### src/rtl/dmem_responder.sv
// Single-port 16-bit word memory behind a fixed-latency request/ready handshake.
// One request in flight; the op, index and write data are captured at acceptance.
module dmem_responder #(
    parameter int LATENCY   = 2,
    parameter int ADDR_BITS = 8
) (
    input  logic        clk,
    input  logic        reset_n,
    input  logic        readM,
    input  logic        writeM,
    input  logic [15:0] address,
    input  logic [15:0] data_in,
    output logic [15:0] data_out,
    output logic        ready,
    output logic        busy,
    output logic        err
);
    typedef enum logic [1:0] {IDLE, WAIT, DONE} state_t;

    typedef struct packed {
        logic                 wr;
        logic [ADDR_BITS-1:0] idx;
        logic [15:0]          wdata;
    } req_t;

    localparam logic [3:0] CNT_INIT = 4'(LATENCY - 1);

    state_t     state, state_n;
    logic [3:0] cnt, cnt_n;
    req_t       req;
    logic       accept, commit;
    logic [15:0] mem [0:(2**ADDR_BITS)-1];

    // Upper address bits alias onto the same storage.
    logic unused_addr_hi;
    assign unused_addr_hi = ^address[15:ADDR_BITS];

    always_comb begin
        state_n = state;
        cnt_n   = cnt;
        accept  = 1'b0;
        commit  = 1'b0;
        case (state)
            IDLE: if (readM || writeM) begin
                accept  = 1'b1;
                cnt_n   = CNT_INIT;
                state_n = WAIT;
            end
            WAIT: if (cnt != 4'd0) begin
                cnt_n = cnt - 4'd1;
            end else begin
                commit  = 1'b1;
                state_n = DONE;
            end
            DONE:    state_n = IDLE;
            default: state_n = IDLE;
        endcase
    end

    always_ff @(posedge clk or negedge reset_n) begin
        if (!reset_n) begin
            state    <= IDLE;
            cnt      <= 4'd0;
            req      <= '0;
            ready    <= 1'b0;
            err      <= 1'b0;
            data_out <= 16'h0000;
        end else begin
            state <= state_n;
            cnt   <= cnt_n;
            ready <= commit;
            // A simultaneous read+write is serviced as a write and flagged.
            err   <= accept && readM && writeM;
            if (accept)
                req <= '{wr: writeM, idx: address[ADDR_BITS-1:0], wdata: data_in};
            if (commit && !req.wr)
                data_out <= mem[req.idx];
        end
    end

    // Storage survives reset; an aborted write never reaches commit.
    always_ff @(posedge clk) begin
        if (commit && req.wr)
            mem[req.idx] <= req.wdata;
    end

    assign busy = (state != IDLE);
endmodule

### config.mk
export PLATFORM = sky130hd
export DESIGN_NAME = dmem_responder
export DESIGN_NICKNAME = d
export VERILOG_FILES = /design/src/rtl/dmem_responder.sv
export SDC_FILE = /design/constraint.sdc
export NUM_CORES = 2
export LEC_CHECK = 0
export BUFFER_PORTS_ARGS = -buffer_cell sky130_fd_sc_hd__buf_2
export CAP_MARGIN = 20
export CORE_UTILIZATION = 60
export DETAILED_ROUTE_END_ITERATION = 10
export PLACE_DENSITY = 0.76
export SETUP_SLACK_MARGIN = 0.4
export SLEW_MARGIN = 20
export SYNTH_ARGS = -nofsm -noshare
export SYNTH_HDL_FRONTEND = slang
export SYNTH_SLANG_ARGS = --single-unit
### constraint.sdc
create_clock -name clk -period 7.6 [get_ports clk]
set_clock_uncertainty 0.2 [all_clocks]
set_input_delay 0.76 -clock clk [delete_from_list [all_inputs] [get_ports clk]]
set_output_delay 0.76 -clock clk [all_outputs]
set_load 0.01 [all_outputs]
==> key figures <==
Status
  – Outcome: complete, no violations

Logic synthesis
  – Instance count of the mapped netlist: a little over 7k
  – Post-Syn Area: ~160000 um2
  – Asr flop ratio synth: roughly 1.2%
  – Distinct cells, synth: 70
  – Synth Area per Inst: between 20 and 25 um2
  – Post-synthesis net count: 7263
  – Number of synthesized flops with an enable pin: between 4k and 5k
  – Sequential area share after synthesis: about four fifths
  – Main flop type after synthesis: edfxtp_1
  – Syn. warnings: 0
  – Seq cells post-synth: 4145

Drt
  – Detailed Route WL: 428000 um
  – DR pass1 iterations: 7
  – Via-to-Cell Ratio: 7.05
  – Drt wl/cell: 37.1 um
  – Total number of vias: 81.4k
  – Routed Antenna Nets: 0
  – # DRC: 0
  – Initial drt markers: 13.7k

Timing
  – Period utilisation layout: 72.8%
  – Achievable Freq: 181 MHz
  – Final hold vios: 0
  – Unrepaired setup endpoints after global routing: false
  – Final Slew Violations: 0
  – Final setup fails: 0
  – Slew @ Worst Pin: 1.43 ns
  – Post-layout minimum cycle time: 5.54 ns
  – Total negative slack: 0 ns
  – Min Hold Slack: 0.0998 ns
  – Slew headroom: 4.63%
  – Worst Setup Slack, final: 2.06 ns

Setup path
  – CP arrival: ~6.2 ns
  – CP cell instances: and2_1 > nand2_1 > o22ai_1 > nor4_1 > mux2i_1 > o22ai_1 > o32a_1
  – Max incr delay on CP: 1.14 ns
  – Worst-path maximum fanout: 26
  – Worst path bufs/invs: 0
  – Worst-case reg-to-reg path depth: 7
  – CP Depth: 7
  – Cell mode on critical path: o22ai_1
  – Top delay family on crit path: simple AND/OR/NAND/NOR gates
  – CP Data Required Time: 8.27 ns
  – Setup CP Type: register to register
  – Crit. End Element: register
  – Worst path slowest cell: o22ai_1
  – Startpoint type of the worst setup path: register

Global routing
  – Vias in the first global route: 80.7k
  – Remaining global-route overflow: 0
  – Largest net degree at the start of global routing: 229
  – First-pass GRT wire length: 602000 um
  – Gr busiest metal: met2
  – M2 GR Usage: 49.0%
  – Met3 Use GR: under 10%
  – M1 GR Usage: 43.7%
  – Gr usage total: 32.4%
  – Initial antenna violation count: 33

Die
  – Die area: 267000 um2
  – Die H: 517 um
  – Die X: 517 um
  – Starting density of the core: 60.5%
  – Core area: 263000 um2
  – I/O Pins: 55
  – Row Count: ~190

Clocking
  – Clk sinks: 4145
  – Num CTS Buffers: 399
  – CTS tree: yes
  – CTS clk-pin slew, worst paths: ~0.06 ns
  – Clock root cell: clkbuf_16
  – Post-cts sizing count: 0
  – H-tree lvl count: 5
  – CTS Buffer Depth: 4
  – Skew-Pair Late Insertion Delay: 0.95 ns

Job
  – Max-Cap Viols: 0

Finish
  – Layout cells sized above 1: 26.6%
  – Non-Filler Instances: roughly 12k
  – Area delta synth->final: 12.1%
  – Nets: 7732

Power and ir drop
  – Pwr dens: approximately 390 nW/um2
  – Overall Power: between 60 and 70 mW
  – Max VDD drop: 0.000590 V
  – Leak: 55.8 nW

Placement
  – Dpl ws: 2.52 ns
  – GPL Wtd Cong: 0.952
  – Dpl hpwl: 247000 um
  – Port Buf Inserts: 46
  – Placed cells: 10.8k

Hold path
  – Worst min-delay path class: primary input to register
  – Hold Crit Depth: 3
what timing repair did:
item                                   4_1_cts  5_1_grt
endpoints found under the hold margin       74        0
setup endpoints to repair                    0        0
setup buffers                                0        0
hold buffers                                27        0
power breakdown:
| part | total (mW) | internal, mW | switching, mW |
|---|---|---|---|
| Sequential | 30.0 | 28.8 | 1.20 |
| Clock | 19.8 | 11.3 | 8.47 |
| Combinational | 20.2 | 6.73 | 13.4 |
Yosys cell counts, drive strengths merged, types with 3 or more instances:
cell,count,area share [%]
a32o,6,0.038
a211oi,15,0.071
nor2b,29,0.11
a2111oi,13,0.076
nand2b,16,0.063
mux2,94,0.67
edfxtp,4096,77
nor4,29,0.11
clkbuf,167,0.39
o21bai,3,0.014
a221oi,20,0.11
a32oi,11,0.061
o21ai,93,0.29
o2111ai,7,0.039
nor3,23,0.072
nand3b,8,0.038
o32a,8,0.050
o221ai,19,0.10
mux2i,267,1.7
a41oi,4,0.022
nor3b,3,0.014
nand4,17,0.067
o22a,20,0.11
a31oi,23,0.091
o211ai,4,0.019
a22o,12,0.066
mux4,933,13
or3b,4,0.022
nor2,327,0.77
or3,5,0.020
dfrtp,49,0.77
inv,17,0.040
and3,14,0.055
a21boi,3,0.014
o22ai,189,0.74
nand2,136,0.32
a22oi,79,0.37
o311ai,3,0.017
and2,7,0.028
or2,5,0.020
or4,10,0.047
buf,257,1.1
a21oi,116,0.37
nand3,42,0.13
worst register-to-register path, cell delays in order, from the launching register on:
cell	delay [ns]
dfrtp_4	0.71
and2_1	0.40
nand2_1	0.91
o22ai_1	0.33
nor4_1	0.89
mux2i_1	0.61
o22ai_1	1.14
o32a_1	0.25
metal layers:
| layer | routed length (um) | part of all wire (%) |
|---|---|---|
| met2 | 197000 | 46 |
| met1 | 145000 | 34 |
| met4 | 25400 | 5.9 |
| met5 | 132 | 0.031 |
| met3 | 60600 | 14 |
through the flow:
step / area (um2) / util, %
2_1_floorplan: 159000 / -
3_3_place_gp: 165000 / 62.7
3_5_place_dp: 165000 / 62.7
4_1_cts: 178000 / 67.7
5_1_grt: 178000 / 67.8
6_report: 178000 / 67.8
cell families (layout without fill, tap and decap cells):
kind of cell,after synthesis,after routing,synth area share [%]
AO/OA/AOI/OAI,660,660,2.74
XOR/XNOR,2,2,0.0110
adder cells (fa/ha/maj),2,2,0.0158
buffers and inverters,441,1234,1.51
flip-flops,4145,4145,78.2
multiplexers,1294,1294,15.6
other,0,14,0
AND/OR/NAND/NOR,681,681,1.94
final timing paths:
| kind | start | endpoint | slack (ns) |
|---|---|---|---|
| setup reg to reg | req[18]$_DFFE_PN0N_ | data_out[0]$_DFFE_PN0P_ | 2.06 |
| setup / recovery | req[18]$_DFFE_PN0N_ | data_out[0]$_DFFE_PN0P_ | 2.06 |
| hold / removal | address[5] | req[21]$_DFFE_PN0N_ | 0.1 |
| hold reg to reg | req[22]$_DFFE_PN0N_ | req[22]$_DFFE_PN0N_ | 0.36 |
| min in group asynchronous | reset_n | req[19]$_DFFE_PN0N_ | 0.41 |
| max in group asynchronous | reset_n | req[12]$_DFFE_PN0N_ | 6.07 |
cells in the final DEF, fill, tap and decap left out, types with 25 or more instances in the layout:
| master | n |
|---|---|
| edfxtp_1 | 4096 |
| mux4_2 | 933 |
| clkbuf_16 | 407 |
| buf_4 | 392 |
| nor2_1 | 308 |
| mux2i_1 | 267 |
| o22ai_1 | 189 |
| nand2_1 | 134 |
| a21oi_1 | 116 |
| mux2_2 | 94 |
| o21ai_0 | 92 |
| clkinv_1 | 80 |
| a22oi_1 | 79 |
| clkbuf_1 | 75 |
| clkinv_2 | 73 |
| buf_2 | 46 |
| bufinv_16 | 41 |
| nand3_1 | 40 |
| nor4_1 | 28 |
| dlygate4sd3_1 | 27 |
| dfrtp_1 | 26 |
| nor2b_1 | 25 |
area by class of cell:
type / instances / area, um2
sequential: 4145 / 124000
fill: 15387 / 84600
multi-input combinational: 2639 / 32400
clock buffer: 489 / 10600
tap: 3515 / 4400
timing repair buffer: 492 / 3990
clock inverter: 236 / 2370
inverter: 17 / 63.8
antenna: 14 / 35.0
flip-flops by register name (all words and copies together) (netlist names):
| register | count |
|---|---|
| cnt | 4 |
| data_out | 16 |
| err | 1 |
| mem | 4096 |
| ready | 1 |
| req | 25 |
| state | 2 |
Note: power is estimated with default switching activity, not from simulation.
